## src/rtl/r5p_ifu_pfq.sv

```systemverilog
// R5P instruction fetch unit: sequential prefetch into a DEPTH-entry queue, valid/ready to decode.
// Optional macro R5P_IFU_BYPASS_EN presents a response straight to decode when the queue is empty.
module r5p_ifu_pfq #(
    parameter int unsigned    IAW   = 32,
    parameter int unsigned    IDW   = 32,
    parameter int unsigned    IBW   = IDW/8,
    parameter int unsigned    DEPTH = 2,
    parameter logic [IAW-1:0] PC0   = '0
) (
    input  logic                         clk,
    input  logic                         rst,
    output logic                         if_vld,
    output logic [IAW-1:0]               if_adr,
    input  logic [IBW*8-1:0]             if_rdt,
    input  logic                         if_rdy,
    input  logic                         jmp_vld,
    input  logic [IAW-1:0]               jmp_adr,
    output logic                         id_vld,
    output logic [IAW-1:0]               id_pc,
    output logic [IDW-1:0]               id_ins,
    input  logic                         id_rdy,
    output logic [$clog2(DEPTH+1)-1:0]   cnt
);

    localparam int unsigned CW = $clog2(DEPTH+1);
    localparam int unsigned PW = (DEPTH > 1) ? $clog2(DEPTH) : 1;

    logic                 r_run;
    logic                 r_inf;
    logic [IAW-1:0]       r_fpc;
    logic [IAW-1:0]       r_rpc;
    logic [PW-1:0]        r_wp;
    logic [PW-1:0]        r_rp;
    logic [CW-1:0]        r_cnt;
    logic [IAW-1:0]       r_qpc  [DEPTH];
    logic [IDW-1:0]       r_qins [DEPTH];

    logic [IAW-1:0]       w_tgt;
    logic [CW:0]          w_occ;
    logic                 w_space;
    logic                 w_acc;
    logic                 w_empty;
    logic                 w_byp;
    logic                 w_push;
    logic                 w_pop;
    logic                 w_unused;

    function automatic logic [PW-1:0] nxt(input logic [PW-1:0] p);
        return (p == PW'(DEPTH-1)) ? '0 : p + 1'b1;
    endfunction

    assign w_unused = ^jmp_adr[1:0];
    assign w_tgt    = {jmp_adr[IAW-1:2], 2'b00};

    // Queue space is reserved for the in-flight word before a new request is issued.
    assign w_occ    = {1'b0, r_cnt} + {{CW{1'b0}}, r_inf};
    assign w_space  = w_occ < (CW+1)'(DEPTH);
    assign if_vld   = jmp_vld | (r_run & w_space);
    assign if_adr   = jmp_vld ? w_tgt : r_fpc;
    assign w_acc    = if_vld & if_rdy;
    assign w_empty  = (r_cnt == '0);
    assign cnt      = r_cnt;

`ifdef R5P_IFU_BYPASS_EN
    assign w_byp    = r_inf & w_empty;
`else
    assign w_byp    = 1'b0;
`endif

    assign id_vld   = ~w_empty | w_byp;
    assign id_pc    = w_byp ? r_rpc  : r_qpc[r_rp];
    assign id_ins   = w_byp ? if_rdt : r_qins[r_rp];

    // With fixed latency 1, a word in flight during a redirect lands in that same
    // cycle, so gating the push with the flush is what discards it.
    assign w_push   = r_inf & ~jmp_vld & ~(w_byp & id_rdy);
    assign w_pop    = id_rdy & ~w_empty & ~jmp_vld;

    always_ff @(posedge clk or posedge rst) begin
        if (rst) begin
            r_run <= 1'b0;
            r_inf <= 1'b0;
            r_fpc <= PC0;
            r_rpc <= PC0;
            r_wp  <= '0;
            r_rp  <= '0;
            r_cnt <= '0;
        end else begin
            r_run <= 1'b1;
            r_inf <= w_acc;
            if (w_acc) begin
                r_fpc <= if_adr + IAW'(4);
                r_rpc <= if_adr;
            end else if (jmp_vld) begin
                r_fpc <= w_tgt;
            end
            if (jmp_vld) begin
                r_wp  <= '0;
                r_rp  <= '0;
                r_cnt <= '0;
            end else begin
                if (w_push) r_wp <= nxt(r_wp);
                if (w_pop)  r_rp <= nxt(r_rp);
                case ({w_push, w_pop})
                    2'b10:   r_cnt <= r_cnt + 1'b1;
                    2'b01:   r_cnt <= r_cnt - 1'b1;
                    default: r_cnt <= r_cnt;
                endcase
            end
        end
    end

    always_ff @(posedge clk) begin
        if (w_push) begin
            r_qpc[r_wp]  <= r_rpc;
            r_qins[r_wp] <= if_rdt;
        end
    end

endmodule

```

## config.mk

```make
export PLATFORM = sky130hd
export DESIGN_NAME = r5p_ifu_pfq
export DESIGN_NICKNAME = d
export VERILOG_FILES = /design/src/rtl/r5p_ifu_pfq.sv
export SDC_FILE = /design/constraint.sdc
export NUM_CORES = 1
export LEC_CHECK = 0
export CORE_MARGIN = 2
export CORE_UTILIZATION = 50
export CTS_CLUSTER_DIAMETER = 30
export CTS_CLUSTER_SIZE = 24
export DETAILED_ROUTE_END_ITERATION = 16
export PLACE_DENSITY = 0.78
export SETUP_SLACK_MARGIN = 0.2
export SYNTH_ARGS = -nofsm -noshare
export SYNTH_HDL_FRONTEND = slang
export SYNTH_SLANG_ARGS = --single-unit
```

## constraint.sdc

```tcl
create_clock -name clk -period 7.24 [get_ports clk]
set_input_delay 1.448 -clock clk [delete_from_list [all_inputs] [get_ports clk]]
set_output_delay 1.448 -clock clk [all_outputs]
set_load 0.02 [all_outputs]
```

==> impl_metrics.env <==
export IMPL_netlist_instances=548
export IMPL_syn_nets=618
export IMPL_ys_types=57
export IMPL_report_final_setup_viol=0
export IMPL_std_cell_rows=46
export IMPL_cts_tree="built"
export IMPL_part_of_the_yosys_area_used_for_sequential_elements_pct=68.5
export IMPL_area_delta_synth_final_pct=29.6
export IMPL_detail_route_drc_violations=0
export IMPL_finalHoldViolations=0
export IMPL_floorplan_initialDensity_pct=51.3
export IMPL_final_net_count=786
export IMPL_maximum_number_of_pins_on_one_net_before_global_route_repair=71
export IMPL_initial_antenna_violation_count=0
export IMPL_final_layout_size_suffix_gt1_share_pct=18.5
export IMPL_reg2reg_depth=5
export IMPL_number_of_enable_type_register_cells_in_the_synthesized_netlist=128
export IMPL_insertion_delay_ns=0.42
export IMPL_avgRoutedWirePerCell_um=18.0
export IMPL_firstDrtPassIters=5
export IMPL_grt_pass1_wl_mm=27.1
export IMPL_r2r_setup_slack_ns=4.73
export IMPL_final_common_cell="clkdlybuf4s50_1"
export IMPL_timing_final_max_slew_violations=0
export IMPL_utilization_after_layout_pct=66.4
export IMPL_synth_flop_cell="edfxtp_1"
export IMPL_sum_neg_setup_slack_ns=0
export IMPL_antennaDiodeCount=0
export IMPL_post_cts_resized=0
export IMPL_core_area_um2=15900
export IMPL_power_share_clock_pct=33.9
export IMPL_global_placement_routability_congestion=0.860
export IMPL_holdCritStartpoint="r_rpc[5]$_DFFE_PP0P_"
export IMPL_fin_crit_sh_pct=73.5
export IMPL_post_dp_cell_area_um2=10000
export IMPL_min_path_type="flip-flop to flip-flop"
export IMPL_post_synth_cell_area_avg_um2=14.9
export IMPL_antenna_violating_nets_left=0
export IMPL_cts_htree_levels=4
export IMPL_crit_path_cell_trace="buf_2 > buf_4 > and2b_1 > a21oi_1 > inv_1 > clkdlybuf4s50_1"
export IMPL_power_leakage_nw=3.98
export IMPL_net_switching_power_mw=0.653
export IMPL_post_drt_via_cell_ratio=5.30
export IMPL_cap_viol_max_count=0
export IMPL_timing_setup_critical_path_class="input port to primary output"
export IMPL_detailedPlacementHpwl_mm=11.3
export IMPL_cts_path_max_buffers=2
export IMPL_fin_worst_skew_ns=0.00796
export IMPL_pwr_share_comb_pct=15.4
export IMPL_power_internal_mw=2.00
export IMPL_cts_hold_fix_buffers=0
export IMPL_crit_path_max_fanout=36
export IMPL_die_w_um=132
export IMPL_worst_endpoint_arrival_ns=3.87
export IMPL_final_cell_area_um2=10600
export IMPL_ys_seq_elements=198
export IMPL_yosysWarnings=0
export IMPL_tritoncts_num_sinks=198
export IMPL_grt_pass1_vias=5167
export IMPL_port_buffers=166
export IMPL_cts_root_buf="clkbuf_16"
export IMPL_totalWireLength_mm=17.0
export IMPL_cp_slowest_stage_delay_ns=0.56
export IMPL_timing_slew_headroom_pct=40.2
export IMPL_synthArstFlopShare_pct=35.4
export IMPL_start_kind="input port"
export IMPL_crit_path_end_kind="primary output"
export IMPL_floorplan_io_pins=169
export IMPL_fp_dieArea_um2=17400
export IMPL_fmaxAchievable_mhz=188
export IMPL_time_the_worst_path_needs_with_i_o_delays_and_setup_ns=5.32
export IMPL_worst_endpoint_required_ns=5.79
export IMPL_cts_inserted_buffers=17
export IMPL_power_frac_seq_pct=50.7
export IMPL_cts_setup_buffers=0
export IMPL_power_ir_vdd_worst_v=0.000148
export IMPL_power_share_switching_pct=24.6
export IMPL_dr_total_vias=5004
export IMPL_mostFrequentLayoutCells="clkdlybuf4s50_1, edfxtp_1, mux2_2"
export IMPL_synth_cell_area_um2=8170
export IMPL_result_of_the_run="finished clean"
export IMPL_clock_transition_at_path_regs_ns=0.06
export IMPL_critPathSlowestCell="clkdlybuf4s50_1"
export IMPL_dieHeight_um=132
export IMPL_hold_path_depth=0
export IMPL_r2r_start="r_inf$_DFF_PP0_"
export IMPL_endpoint_with_the_worst_hold_slack="r_qpc[0][5]$_DFFE_PP_"
export IMPL_grt_overflow=0
export IMPL_r2r_end="r_fpc[17]$_DFF_PP0_"
export IMPL_grt_total_usage_pct=19.9
export IMPL_power_density_nw_per_um2=251
export IMPL_grt_setup_unrepaired="false"
export IMPL_worstMarginPinSlew_ns=0.897
export IMPL_initialDrtViolationCount=310
==> routing by layer <==
| metal | wire length (um) | track usage [%] |
|---|---|---|
| met1 | 7600 | 27.4 |
| met2 | 8130 | 32.0 |
| met3 | 970 | 4.08 |
| met4 | 285 | 6.70 |
| met5 | 0 | 0 |
==> per-stage QoR <==
step           total power [mW]  worst slack (ns)  std cells  hold WS [ns]
2_1_floorplan              1.59              2.13        548         0.438
4_1_cts                    2.67              1.95        945         0.474
5_1_grt                    2.75              1.76        945         0.483
3_3_place_gp               1.76              2.03        913         0.450
6_report                   2.66              1.92        945         0.472
3_5_place_dp               1.78              1.95        913         0.452
==> synth_stat cells, drive strengths merged, types with 9 or more instances <==
master / count / area, um2
edfxtp: 128 / 3840
xor2: 9 / 78.8
xnor2: 23 / 201
nand2: 73 / 274
o21ai: 20 / 100
inv: 20 / 75.1
nor2: 9 / 33.8
mux2: 76 / 856
dfrtp: 70 / 1750
clkbuf: 12 / 45.0
nand3: 10 / 55.1
nor4: 9 / 87.6
buf: 11 / 83.8
mux2i: 15 / 154
==> flip-flops by register name, indices dropped and copies added, names as in the netlist <==
| signal | count |
|---|---|
| cnt | 2 |
| r_fpc | 32 |
| r_inf | 1 |
| r_qins | 64 |
| r_qpc | 64 |
| r_rp | 1 |
| r_rpc | 32 |
| r_run | 1 |
| r_wp | 1 |
==> power groups by stage <==
stage / Combinational [mW] / Clock [mW] / Sequential [mW]
2_1_floorplan: 0.232 / 0 / 1.35
3_3_place_gp: 0.403 / 0 / 1.36
3_5_place_dp: 0.411 / 0 / 1.37
4_1_cts: 0.413 / 0.916 / 1.34
5_1_grt: 0.439 / 0.961 / 1.35
6_report: 0.410 / 0.900 / 1.35
==> cell type report <==
class / instances / area [um2]
flip-flops and latches: 198 / 5600
repair buffers: 172 / 1700
clock inverters: 13 / 133
well taps: 216 / 270
multi-input cells: 307 / 2380
inverters: 20 / 75.1
clock buffers: 19 / 433
fillers: 1156 / 5350
==> worst max path at each step <==
stage / from / end / slack, ns
after floorplan: jmp_vld / r_qins[0][0]$_DFFE_PP_ / 2.13
after global placement: jmp_vld / if_adr[28] / 2.03
after detailed placement: jmp_vld / if_adr[28] / 1.95
after CTS: jmp_vld / if_adr[28] / 1.95
after global routing: jmp_vld / if_adr[28] / 1.76
final: jmp_vld / if_adr[13] / 1.92
==> worst max-delay path, delay by kind of cell <==
family | cells | cell delay (ns)
buffers and inverters | 4 | 1.69
and+or+nand+nor | 1 | 0.26
AOI/OAI and AO/OA | 1 | 0.46
==> kinds of logic (layout without fill, tap and decap cells) <==
family | count (synthesis) | in the layout | synth area share (%)
AOI/OAI and AO/OA | 42 | 42 | 3.41
xor gates and xnor gates | 32 | 32 | 3.43
adders and majority gates | 1 | 1 | 0.153
buffers and inverters | 43 | 224 | 2.50
DFF | 198 | 198 | 68.5
muxes | 91 | 91 | 12.4
other | 1 | 1 | 0.0459
and+or+nand+nor | 140 | 140 | 9.63
(Power assumes the default switching activity.)
